$ cat src/rtl/multicycle_control.sv
// Multi-cycle MIPS control FSM: sequences fetch/decode/execute/memory/writeback,
// adds bounded memory wait states and precise exceptions (illegal op, bus timeout, overflow).
module multicycle_control #(
  parameter int ALUOP_W    = 2,
  parameter int MEM_TO_W   = 4,
  parameter int MEM_TO_MAX = 15
) (
  input  logic               clk,
  input  logic               reset,
  input  logic [5:0]         iOp,
  input  logic               iZero,
  input  logic               iOverflow,
  input  logic               iMemReady,
  output logic               oPCWr,
  output logic               oIRWr,
  output logic               oIorD,
  output logic               oMemRd,
  output logic               oMemWr,
  output logic               oRegDst,
  output logic               oMemtoReg,
  output logic               oRegWr,
  output logic               oALUSrcA,
  output logic [1:0]         oALUSrcB,
  output logic [ALUOP_W-1:0] oALUOp,
  output logic [1:0]         oPCSrc,
  output logic               oException,
  output logic [1:0]         oExcCause,
  output logic [3:0]         oState
);

  localparam logic [5:0] OP_RTYPE = 6'b000000;
  localparam logic [5:0] OP_LW    = 6'b100011;
  localparam logic [5:0] OP_SW    = 6'b101011;
  localparam logic [5:0] OP_BEQ   = 6'b000100;
  localparam logic [5:0] OP_J     = 6'b000010;
  localparam logic [5:0] OP_ADDI  = 6'b001000;

  localparam logic [1:0] CAUSE_ILLEGAL  = 2'b01;
  localparam logic [1:0] CAUSE_TIMEOUT  = 2'b10;
  localparam logic [1:0] CAUSE_OVERFLOW = 2'b11;

  localparam logic [MEM_TO_W-1:0] TO_LIMIT = MEM_TO_W'(MEM_TO_MAX);

  typedef enum logic [3:0] {
    S_RESET  = 4'b0000,
    S_FETCH  = 4'b0001,
    S_DECODE = 4'b0010,
    S_MEMADR = 4'b0011,
    S_MEMRD  = 4'b0100,
    S_MEMWB  = 4'b0101,
    S_MEMWR  = 4'b0110,
    S_EXEC   = 4'b0111,
    S_ALUWB  = 4'b1000,
    S_BRANCH = 4'b1001,
    S_JUMP   = 4'b1010,
    S_ADDIEX = 4'b1011,
    S_ADDIWB = 4'b1100,
    S_EXC    = 4'b1101
  } state_t;

  state_t              state;
  logic [MEM_TO_W-1:0] wait_cnt;
  logic [1:0]          exc_cause;
  logic [5:0]          op_reg;
  logic [1:0]          alu_op;
  logic                at_limit;

  assign at_limit  = (wait_cnt == TO_LIMIT);
  assign oState    = state;
  assign oExcCause = exc_cause;

  // State, wait counter, latched opcode and exception cause
  always_ff @(posedge clk) begin
    if (reset) begin
      state     <= S_RESET;
      wait_cnt  <= '0;
      exc_cause <= 2'b00;
      op_reg    <= 6'b000000;
    end else begin
      wait_cnt <= '0;
      case (state)
        S_RESET: state <= S_FETCH;
        // Shared wait-state handling: ready beats timeout on the same cycle
        S_FETCH, S_MEMRD, S_MEMWR: begin
          if (iMemReady) begin
            case (state)
              S_FETCH: state <= S_DECODE;
              S_MEMRD: state <= S_MEMWB;
              default: state <= S_FETCH;
            endcase
          end else if (at_limit) begin
            state     <= S_EXC;
            exc_cause <= CAUSE_TIMEOUT;
          end else begin
            wait_cnt <= wait_cnt + 1'b1;
          end
        end
        S_DECODE: begin
          op_reg <= iOp;
          case (iOp)
            OP_LW, OP_SW: state <= S_MEMADR;
            OP_RTYPE:     state <= S_EXEC;
            OP_BEQ:       state <= S_BRANCH;
            OP_J:         state <= S_JUMP;
            OP_ADDI:      state <= S_ADDIEX;
            default: begin
              state     <= S_EXC;
              exc_cause <= CAUSE_ILLEGAL;
            end
          endcase
        end
        S_MEMADR: state <= (op_reg == OP_SW) ? S_MEMWR : S_MEMRD;
        S_EXEC:   state <= S_ALUWB;
        S_ADDIEX: state <= S_ADDIWB;
        S_ALUWB, S_ADDIWB: begin
          if (iOverflow) begin
            state     <= S_EXC;
            exc_cause <= CAUSE_OVERFLOW;
          end else begin
            state <= S_FETCH;
          end
        end
        S_MEMWB, S_BRANCH, S_JUMP, S_EXC: state <= S_FETCH;
        default: state <= S_RESET;
      endcase
    end
  end

  // Datapath controls decoded from the current state
  always_comb begin
    oPCWr      = 1'b0;
    oIRWr      = 1'b0;
    oIorD      = 1'b0;
    oMemRd     = 1'b0;
    oMemWr     = 1'b0;
    oRegDst    = 1'b0;
    oMemtoReg  = 1'b0;
    oRegWr     = 1'b0;
    oALUSrcA   = 1'b0;
    oALUSrcB   = 2'b00;
    alu_op     = 2'b00;
    oPCSrc     = 2'b00;
    oException = 1'b0;
    case (state)
      S_FETCH: begin
        oMemRd   = 1'b1;
        oALUSrcB = 2'b01;
        oIRWr    = iMemReady;
        oPCWr    = iMemReady;
      end
      S_DECODE: oALUSrcB = 2'b11;
      S_MEMADR, S_ADDIEX: begin
        oALUSrcA = 1'b1;
        oALUSrcB = 2'b10;
      end
      S_MEMRD: begin
        oIorD  = 1'b1;
        oMemRd = 1'b1;
      end
      S_MEMWB: begin
        oMemtoReg = 1'b1;
        oRegWr    = 1'b1;
      end
      S_MEMWR: begin
        oIorD  = 1'b1;
        oMemWr = 1'b1;
      end
      S_EXEC: begin
        oALUSrcA = 1'b1;
        alu_op   = 2'b10;
      end
      S_ALUWB: begin
        oRegDst = 1'b1;
        oRegWr  = ~iOverflow;
      end
      S_ADDIWB: oRegWr = ~iOverflow;
      S_BRANCH: begin
        oALUSrcA = 1'b1;
        alu_op   = 2'b01;
        oPCSrc   = 2'b01;
        oPCWr    = iZero;
      end
      S_JUMP: begin
        oPCSrc = 2'b10;
        oPCWr  = 1'b1;
      end
      S_EXC: begin
        oException = 1'b1;
        oPCSrc     = 2'b11;
        oPCWr      = 1'b1;
      end
      default: oPCWr = 1'b0;
    endcase
  end

  // Upper ALUOp bits are always zero
  always_comb begin
    oALUOp      = '0;
    oALUOp[1:0] = alu_op;
  end

endmodule

$ cat config.mk
export PLATFORM = sky130hd
export DESIGN_NAME = multicycle_control
export DESIGN_NICKNAME = d
export VERILOG_FILES = /design/src/rtl/multicycle_control.sv
export SDC_FILE = /design/constraint.sdc
export NUM_CORES = 1
export LEC_CHECK = 0
export CORE_MARGIN = 8
export CORE_UTILIZATION = 49
export DETAILED_ROUTE_END_ITERATION = 16
export PLACE_DENSITY_LB_ADDON = 0.15
export SLEW_MARGIN = 20
export SYNTH_ARGS = -nofsm -noshare
export SYNTH_HDL_FRONTEND = slang
export SYNTH_SLANG_ARGS = --single-unit
$ cat constraint.sdc
create_clock -name clk -period 2.8 [get_ports clk]
set_input_delay 0.7 -clock clk [delete_from_list [all_inputs] [get_ports clk]]
set_output_delay 0.7 -clock clk [all_outputs]
set_load 0.1 [all_outputs]
==> results.py <==
metrics = {
    "critical_path": {
        "startpoint_type": "input pin",
        "worstPathMaxFanout": 3,
        "criticalPathCategory": "in -> out",
        "arrival_ns": 1.87,
        "crit_required_ns": 2.10,
        "worstRegToRegCells": 5,
        "worstSetupEndpointType": "output port",
    },
    "route": {
        "wl_um": 2971,
        "route.detailed.drc": 0,
        "wire_per_inst_um": 15.55,
        "first_pass_iters": 4,
        "viasPerCell": 5.916,
        "drtIter0Drc": 38,
        "vias": 1130,
        "ant_nets": 0,
    },
    "clock_tree": {
        "ctsHoldBuffers": 0,
        "htreeDepth": 1,
        "cts_resized": 0,
        "cts_setup_buffers": 0,
        "cts_tree": "done",
        "cts.sinks": 16,
        "cts_made_buffers": 3,
        "cts_root_buf": "clkbuf_4",
        "clkTransAtPathRegs_ns": 0.09,
        "clk_latency_ns": 0.29,
        "clock_path_buffers": 2,
    },
    "synth": {
        "synth_nets": 148,
        "synth_area_leaders": "dfxtp_1 31%, nor2_1 7.9%, mux2i_1 5.7%",
        "synth_area_sq_um": 1050,
        "ys_types": 46,
        "synth_top_area_cell": "dfxtp_1",
        "async_reset_ff_frac": 0,
        "synthFlopType": "dfxtp_1",
        "synth_top_area_share": 0.3051,
        "yosysWarnings": 0,
        "synthTopCellsByCount": "22 x nor2_1, 16 x dfxtp_1, 10 x a21oi_1",
        "ys_seq_elements": 16,
        "synth.avg_cell_area_sq_um": 7.719,
        "netlist_instances": 136,
        "synth_edf_count": 0,
        "yosysMostFrequentCell": "nor2_1",
        "seq_area_frac_synth": 0.3051,
    },
    "grt": {
        "grt_first_pass_wirelength_um": 4843,
        "grt-ovfl-total": 0,
        "grt_max_degree": 23,
        "antenna_found_initial": 0,
        "grt_use_total": 0.1480,
        "first_global_vias": 1016,
    },
    "die": {
        "rows": 16,
        "start_util": 0.5244,
        "core_area_sq_um": 2002,
        "dieArea_sq_um": 3879,
        "fp.dieH_um": 62.29,
        "ioPinCount": 33,
        "die_x_um": 62.29,
    },
    "job": {
        "maxCapViolCount": 0,
    },
    "sta": {
        "period_share": 0.9163,
        "fin_skew_ns": 0.001503,
        "setup_slack_ns": 0.2343,
        "maxSlewHeadroom": 0.7158,
        "tightest_slew_ns": 0.4263,
        "setup_violations": 0,
        "rsz0062_at_grt": "no",
        "hold_viol": 0,
        "slew_violations": 0,
        "fmax_ghz": 0.3898,
        "final.min_clock_period_ns": 2.566,
        "fin_tns_setup_ns": 0,
    },
    "finish": {
        "layout-drive-gt1-share": 0.2927,
        "area_growth_pct": 49.94,
        "final_core_util": 0.7863,
        "num_antenna_cells": 0,
        "n_fill_cell": 142,
        "largest_register_ffs": 6,
        "finalNetCount": 177,
    },
    "placement": {
        "io_buffers": 32,
        "place_hpwl_um": 2303,
        "gp_congestion": 0.8377,
        "place_ws_ns": 0.2393,
    },
    "worst_hold_path": {
        "hp-class": "reg -> reg",
        "min_delay_path_depth": 1,
    },
    "outcome": {
        "status": "finished, final reports clean",
    },
}
-- placed cells by master (no fill, tap or decap), types with 2 or more instances in the layout --
cell and n:
clkdlybuf4s50_1 10, buf_12 9, nor2b_1 3, a311o_1 2, mux2i_1 6, dfxtp_1 12, dfxtp_4 3, and3_1 2
inv_1 2, a21oi_1 10, buf_4 15, nand3_1 3, nand2b_1 6, o21ai_0 8, nor3_4 2, nor3_1 2
nor2_1 16, nand2_1 6, xnor2_1 2, clkbuf_4 3, and2_1 3, nor2_4 5
-- layout make-up --
type,instances,area (sq um),share of cell area
multi-input combinational,108,770.7,0.4897
timing repair buffer,34,392.9,0.2496
sequential,16,332.8,0.2114
clock buffer,4,36.28,0.02305
tap,27,33.78,0.02146
inverter,2,7.507,0.004769
-- cells by family (layout without fill, tap and decap cells) --
| group | after synthesis | after routing | synth area share |
|---|---|---|---|
| AO/OA/AOI/OAI | 37 | 37 | 0.2408 |
| XOR/XNOR | 3 | 3 | 0.02503 |
| adder cells (fa/ha/maj) | 2 | 2 | 0.02145 |
| buffers and inverters | 12 | 40 | 0.05245 |
| flip-flops | 16 | 16 | 0.3051 |
| multiplexers | 6 | 6 | 0.05721 |
| AND/OR/NAND/NOR | 60 | 60 | 0.2980 |
-- routing by layer --
layer,GRT usage,share of wire,vias to the layer above
met1,0.1724,0.42,533
met2,0.2406,0.49,40
met3,0.04839,0.068,7
met4,0.06553,0.023,0
li1,-,-,550
met5,0,0,-
-- metrics by stage --
stage               instance area (sq um)  hold slack, ns  std cells
floorplan                            1162          0.4176        136
global placement                     1538          0.4300        187
detailed placement                   1538          0.4512        187
CTS                                  1574          0.4739        191
global route                         1574          0.4882        191
finish                               1574          0.4701        191
-- path summary, 6_finish.rpt --
kind          startpoint            to  slack (ns)
max reg2reg    oState[0]  oExcCause[1]        1.01
max            iMemReady         oPCWr        0.23
min reg2reg  wait_cnt[0]   wait_cnt[0]        0.47
min          wait_cnt[0]   wait_cnt[0]        0.47
-- critical path, stage by stage --
cell             delay, ns
clkdlybuf4s50_1       0.44
and3_2                0.23
a211o_4               0.32
buf_12                0.17
Power is left out: the tool's default activity adds up to more than one toggle a clock period on the data nets, which glitch-free logic cannot reach.
